[src/rtl/dili_modaddsub.sv]
// Two-stage pipelined modular add/subtract, (a +/- b) mod Q on LANES lanes, valid/ready on both sides.
// Optional per-lane input range flags on err_o when DILI_MODADDSUB_RANGECHK_EN is defined.
module dili_modaddsub #(
  parameter int unsigned DATA_WIDTH = 32,
  parameter int unsigned Q          = 8380417,
  parameter int unsigned LANES      = 1
) (
  input  logic                        clk_i,
  input  logic                        rstn,
  input  logic                        in_valid_i,
  output logic                        in_ready_o,
  input  logic                        op_i,
  input  logic [LANES*DATA_WIDTH-1:0] a_i,
  input  logic [LANES*DATA_WIDTH-1:0] b_i,
  output logic                        out_valid_o,
  input  logic                        out_ready_i,
`ifdef DILI_MODADDSUB_RANGECHK_EN
  output logic [LANES-1:0]            err_o,
`endif
  output logic [LANES*DATA_WIDTH-1:0] res_o
);

  localparam int unsigned RW = DATA_WIDTH + 1;
  localparam logic [RW-1:0]         Q_R = RW'(Q);
  localparam logic [DATA_WIDTH-1:0] Q_D = DATA_WIDTH'(Q);

  // Raw sum/difference, one extra bit holds the carry or the sign.
  function automatic logic [RW-1:0] raw_lane(input logic op, input logic [DATA_WIDTH-1:0] a,
                                             input logic [DATA_WIDTH-1:0] b);
    logic [RW-1:0] r;
    if (op) begin
      r = {1'b0, a} - {1'b0, b};
    end else begin
      r = {1'b0, a} + {1'b0, b};
    end
    return r;
  endfunction

  // Single conditional correction back into [0, Q) for in-range operands.
  function automatic logic [DATA_WIDTH-1:0] corr_lane(input logic op, input logic [RW-1:0] r);
    logic [RW-1:0] t;
    if (op) begin
      if (r[RW-1]) begin
        t = r + Q_R;
      end else begin
        t = r;
      end
    end else begin
      if (r >= Q_R) begin
        t = r - Q_R;
      end else begin
        t = r;
      end
    end
    return t[DATA_WIDTH-1:0];
  endfunction

  logic                        s1_v_q, s2_v_q, s1_op_q;
  logic [LANES*RW-1:0]         s1_raw_q, s1_raw_d;
  logic [LANES*DATA_WIDTH-1:0] s2_res_q, s2_res_d;
  logic                        s1_load_s, s2_load_s;

  // Stage enables; in_ready_o is combinational from out_ready_i.
  always_comb begin
    s2_load_s  = !s2_v_q || out_ready_i;
    s1_load_s  = !s1_v_q || s2_load_s;
    in_ready_o = s1_load_s;
  end

  // Per-lane next-state data for both stages.
  always_comb begin
    s1_raw_d = '0;
    s2_res_d = '0;
    for (int k = 0; k < int'(LANES); k++) begin
      s1_raw_d[k*RW +: RW] = raw_lane(op_i, a_i[k*DATA_WIDTH +: DATA_WIDTH],
                                      b_i[k*DATA_WIDTH +: DATA_WIDTH]);
      s2_res_d[k*DATA_WIDTH +: DATA_WIDTH] = corr_lane(s1_op_q, s1_raw_q[k*RW +: RW]);
    end
  end

  // Pipeline valids and data; data only moves on a valid transfer.
  always_ff @(posedge clk_i or negedge rstn) begin
    if (!rstn) begin
      s1_v_q   <= 1'b0;
      s2_v_q   <= 1'b0;
      s1_op_q  <= 1'b0;
      s1_raw_q <= '0;
      s2_res_q <= '0;
    end else begin
      if (s2_load_s) begin
        s2_v_q <= s1_v_q;
        if (s1_v_q) begin
          s2_res_q <= s2_res_d;
        end
      end
      if (s1_load_s) begin
        s1_v_q <= in_valid_i;
        if (in_valid_i) begin
          s1_op_q  <= op_i;
          s1_raw_q <= s1_raw_d;
        end
      end
    end
  end

  assign out_valid_o = s2_v_q;
  assign res_o       = s2_res_q;

`ifdef DILI_MODADDSUB_RANGECHK_EN
  function automatic logic range_bad(input logic [DATA_WIDTH-1:0] a,
                                     input logic [DATA_WIDTH-1:0] b);
    return (a >= Q_D) || (b >= Q_D);
  endfunction

  logic [LANES-1:0] s1_err_q, s1_err_d, s2_err_q;

  // Per-lane range flags for the incoming beat.
  always_comb begin
    s1_err_d = '0;
    for (int k = 0; k < int'(LANES); k++) begin
      s1_err_d[k] = range_bad(a_i[k*DATA_WIDTH +: DATA_WIDTH], b_i[k*DATA_WIDTH +: DATA_WIDTH]);
    end
  end

  // Range flags travel alongside the data with the same enables.
  always_ff @(posedge clk_i or negedge rstn) begin
    if (!rstn) begin
      s1_err_q <= '0;
      s2_err_q <= '0;
    end else begin
      if (s2_load_s && s1_v_q) begin
        s2_err_q <= s1_err_q;
      end
      if (s1_load_s && in_valid_i) begin
        s1_err_q <= s1_err_d;
      end
    end
  end

  assign err_o = s2_err_q & {LANES{s2_v_q}};
`else
  localparam logic [DATA_WIDTH-1:0] Q_D_UNUSED = Q_D;
`endif

endmodule

[config.mk]
export PLATFORM = sky130hd
export DESIGN_NAME = dili_modaddsub
export DESIGN_NICKNAME = d
export VERILOG_FILES = /design/src/rtl/dili_modaddsub.sv
export SDC_FILE = /design/constraint.sdc
export NUM_CORES = 1
export LEC_CHECK = 0
export CAP_MARGIN = 20
export CORE_ASPECT_RATIO = 2
export CORE_UTILIZATION = 32
export CTS_BUF_LIST = sky130_fd_sc_hd__clkbuf_4
export DETAILED_ROUTE_END_ITERATION = 10
export DONT_BUFFER_PORTS = 1
export SETUP_SLACK_MARGIN = 0.15
export SKIP_LAST_GASP = 1
export SLEW_MARGIN = 5
export SYNTH_ARGS = -nofsm -noshare
export SYNTH_HDL_FRONTEND = slang
export SYNTH_SLANG_ARGS = --single-unit
[constraint.sdc]
create_clock -name clk_i -period 3 [get_ports clk_i]
set_input_delay 0.6 -clock clk_i [delete_from_list [all_inputs] [get_ports clk_i]]
set_output_delay 0.6 -clock clk_i [all_outputs]
set_load 0.02 [all_outputs]
==> impl_metrics.csv <==
group,metric,value,unit
floorplanning,start_util,0.3276,
placement,place_congestion,0.9607,
sta,finalHoldViolations,0,
flow_run,drv_cap,0,
global_route,antenna_found_initial,1,
setup_path,timing.rr.end,"res_o[0]",
setup_path,start_kind,"input pin",
placement,place_area,7311,um^2
floorplanning,chipWidth,100.4,um
global_route,grt_max_degree,69,
sta,finalCritPeriodShare,1.076,
run_status,failed_checks,"setup timing",
route,vias,6069,
cts,clockBufferDepth,2,
sta,tightest_slew,0.6852,ns
sta,finalWorstSetupSlack,-0.2267,ns
logic_synthesis,synth_top_area_frac,0.2745,
placement,place_hpwl,15.28,mm
layout,final_core_util,0.4229,
route,wl,18.88,mm
layout,nFillCells,1928,
setup_path,crit_fanout,5,
cts,cts_buffers,9,
global_route,grt_overflow_total,0,
cts,clk_latency,0.40,ns
pwr,ir_drop,0.1985,mV
setup_path,worstSetupPathType,"input pin to flop",
logic_synthesis,synth_ff_type,"dfrtp_1",
logic_synthesis,seq_area_frac_synth,0.2745,
cts,clockRootBuffer,"clkbuf_4",
layout,drive_above_1_share,0.2704,
sta,rsz0062_at_grt,"true",
logic_synthesis,synth_commonest_cells,"nand2_1 (99), dfrtp_1 (68), o21ai_0 (63), a21oi_1 (60), xnor2_1 (60)",
sta,fmax,0.3099,GHz
run_status,outcome,"complete, but fails checks",
setup_path,rr_startpoint,"s1_raw_q[27]",
cts,clkSinkCount,68,
logic_synthesis,synth-seq-cells,68,
setup_path,end_kind,"flop",
cts,clk_pin_slew_worst_paths,0.10,ns
global_route,first_global_vias,6307,
route,first_iter_violations,224,
route,viasPerCell,5.273,
route,wire_per_inst,16.40,um
route,dr.pass1.iters,5,
floorplanning,die-area,19970,um^2
global_route,grt_usage,0.1942,
setup_path,reg2reg_slack,0.31,ns
floorplanning,fp-row-count,71,
pwr,leakagePower,3.321,nW
layout,fin_nets,998,
layout,multi_input_area,4583,um^2
placement,numPortBuffers,0,
setup_path,r2r_cells,7,
global_route,grt_pass1_wl,30.61,mm
logic_synthesis,yosysWarnings,0,
cts,cts_tree,"yes",
cts,h-tree-depth,3,
floorplanning,die_h,198.8,um
logic_synthesis,syn_inst,784,
logic_synthesis,ys_types,76,
route,drcViolationCount,0,
sta,setup_viol,17,
sta,skew,0.01232,ns
floorplanning,core_region_area,18920,um^2
logic_synthesis,post-synth-top-count-cell,"nand2_1",
setup_path,critPathArrivalTime,3.57,ns
logic_synthesis,synth.area.top_cells,"dfrtp_1 (27%), xnor2_1 (8.5%), ha_1 (7.3%)",
logic_synthesis,synth_area_per_cell,7.908,um^2
sta,relSlewSlack,0.5390,
logic_synthesis,synth_edf_count,0,
logic_synthesis,async_reset_ff_frac,1.000,
route,ant_nets,0,
logic_synthesis,yosys.area.top_type,"dfrtp_1",
layout,design_area,8003,um^2
layout,regArea,1702,um^2
min_path,hold_path_class,"input pin to async pin",
logic_synthesis,synth_area,6200,um^2
sta,final-max-slew-violation-count,0,
logic_synthesis,synth_nets,890,
floorplanning,boundaryPins,103,
pwr,power_density,540.9,nW/um^2
setup_path,cp.required,3.34,ns
sta,finalCriticalPeriod,3.227,ns
layout,area_growth,29.08,%
sta,hold_slack,0.05431,ns
==> metrics by stage <==
stage	setup slack, ns	TNS, ns	total power, mW	instances
2_1_floorplan	-0.4521	-3.725	2.965	784
3_3_place_gp	-0.8879	-12.03	3.570	1112
3_5_place_dp	-0.9088	-12.32	3.599	1112
4_1_cts	-0.2183	-1.727	4.280	1143
5_1_grt	-0.3421	-4.253	4.689	1151
6_report	-0.2267	-1.733	4.329	1151
==> flip-flops by register name (all words and copies together) (netlist names) <==
register	cells
res_o	32
out_valid_o	1
s1_raw_q	33
s1_v_q	1
s1_op_q	1
==> layout by cell type (no fill, tap or decap), drive strengths merged, types with 3 or more instances in the layout <==
cell     netlist  layout
nor4          15      15
nand3         17      17
and3          12      12
nand2b         9       9
nor3b          3       3
o2111ai        3       3
o211ai        10      10
a31oi         11      11
ha            36      36
o21bai         5       5
dfrtp         68      68
or4            6       6
nor2b          4       4
nand4         19      19
o31ai          3       3
and2           5       5
a32oi          5       5
buf            9     136
a21oi         60      60
nand2         99      99
or3            8       8
o22ai          4       4
a21o           7       7
o32ai          5       5
clkinv         0       4
xor2          26      26
o21ai         82      82
clkbuf        30       9
nor3          24      24
and4           5       5
nor2          45      45
xnor2         60      60
a211oi         7       7
o21a           8       8
inv           39      39
==> how the worst max path moves through the flow <==
stage / start / to / slack (ns)
4_1_cts: b_i[2] / s1_raw_q[32] / -0.22
6_report: b_i[4] / s1_raw_q[31] / -0.23
2_1_floorplan: b_i[4] / s1_raw_q[32] / -0.45
3_3_place_gp: b_i[4] / s1_raw_q[32] / -0.89
5_1_grt: b_i[4] / s1_raw_q[30] / -0.34
3_5_place_dp: b_i[4] / s1_raw_q[32] / -0.91
==> logic make-up (layout without fill, tap and decap cells) <==
logic type | count (synthesis) | in the layout | synth area share
XOR/XNOR | 86 | 86 | 0.1215
AO/OA/AOI/OAI | 233 | 233 | 0.2438
adder cells (fa/ha/maj) | 37 | 37 | 0.07588
flip-flops | 68 | 68 | 0.2745
multiplexers | 4 | 4 | 0.006862
other | 0 | 1 | 0
buffers and inverters | 78 | 189 | 0.05086
AND/OR/NAND/NOR | 278 | 278 | 0.2266
==> timing repair <==
| item | CTS | global route |
|---|---|---|
| hold buffers | 1 | 0 |
| setup buffers | 16 | 7 |
| resized for setup | 60 | 31 |
| hold endpoints to repair | 68 | 0 |
| setup endpoints to repair | 19 | 21 |
| pin swaps | 50 | 39 |
==> layout make-up <==
cell class              instances  share of cell area
flip-flops and latches         68              0.2126
clock inverters                 5            0.005629
repair buffers                136              0.1421
well taps                     255             0.03987
multi-input cells             638              0.5727
inverters                      39             0.01829
diodes                          1           0.0003127
clock buffers                   9            0.008443
==> critical path, stage by stage <==
cell,delay [ns]
nor4_4,0.31
nor2b_4,0.20
and4b_2,0.31
buf_6,0.12
a21oi_2,0.04
xnor2_1,0.12
ha_2,0.41
nor3_2,0.07
a211oi_2,0.23
inv_2,0.10
a211oi_4,0.33
a31oi_2,0.15
or4_1,0.47
nand3_1,0.09
==> layer usage <==
layer	share of wire	vias to the layer above	track usage	wire, um
met1	0.34	2809	0.1863	6476
li1	-	3050	-	-
met2	0.56	149	0.3790	10610
met3	0.034	61	0.02108	646
met4	0.061	0	0.1261	1149
met5	0	-	0	0
==> power breakdown <==
group          switching, mW  internal [mW]  leakage, nW
sequential             0.622           1.21        0.836
clock                  0.282          0.235       0.0618
combinational          0.997          0.978         2.42
total                   1.90           2.43         3.32
Note: power is estimated with default switching activity, not from simulation.
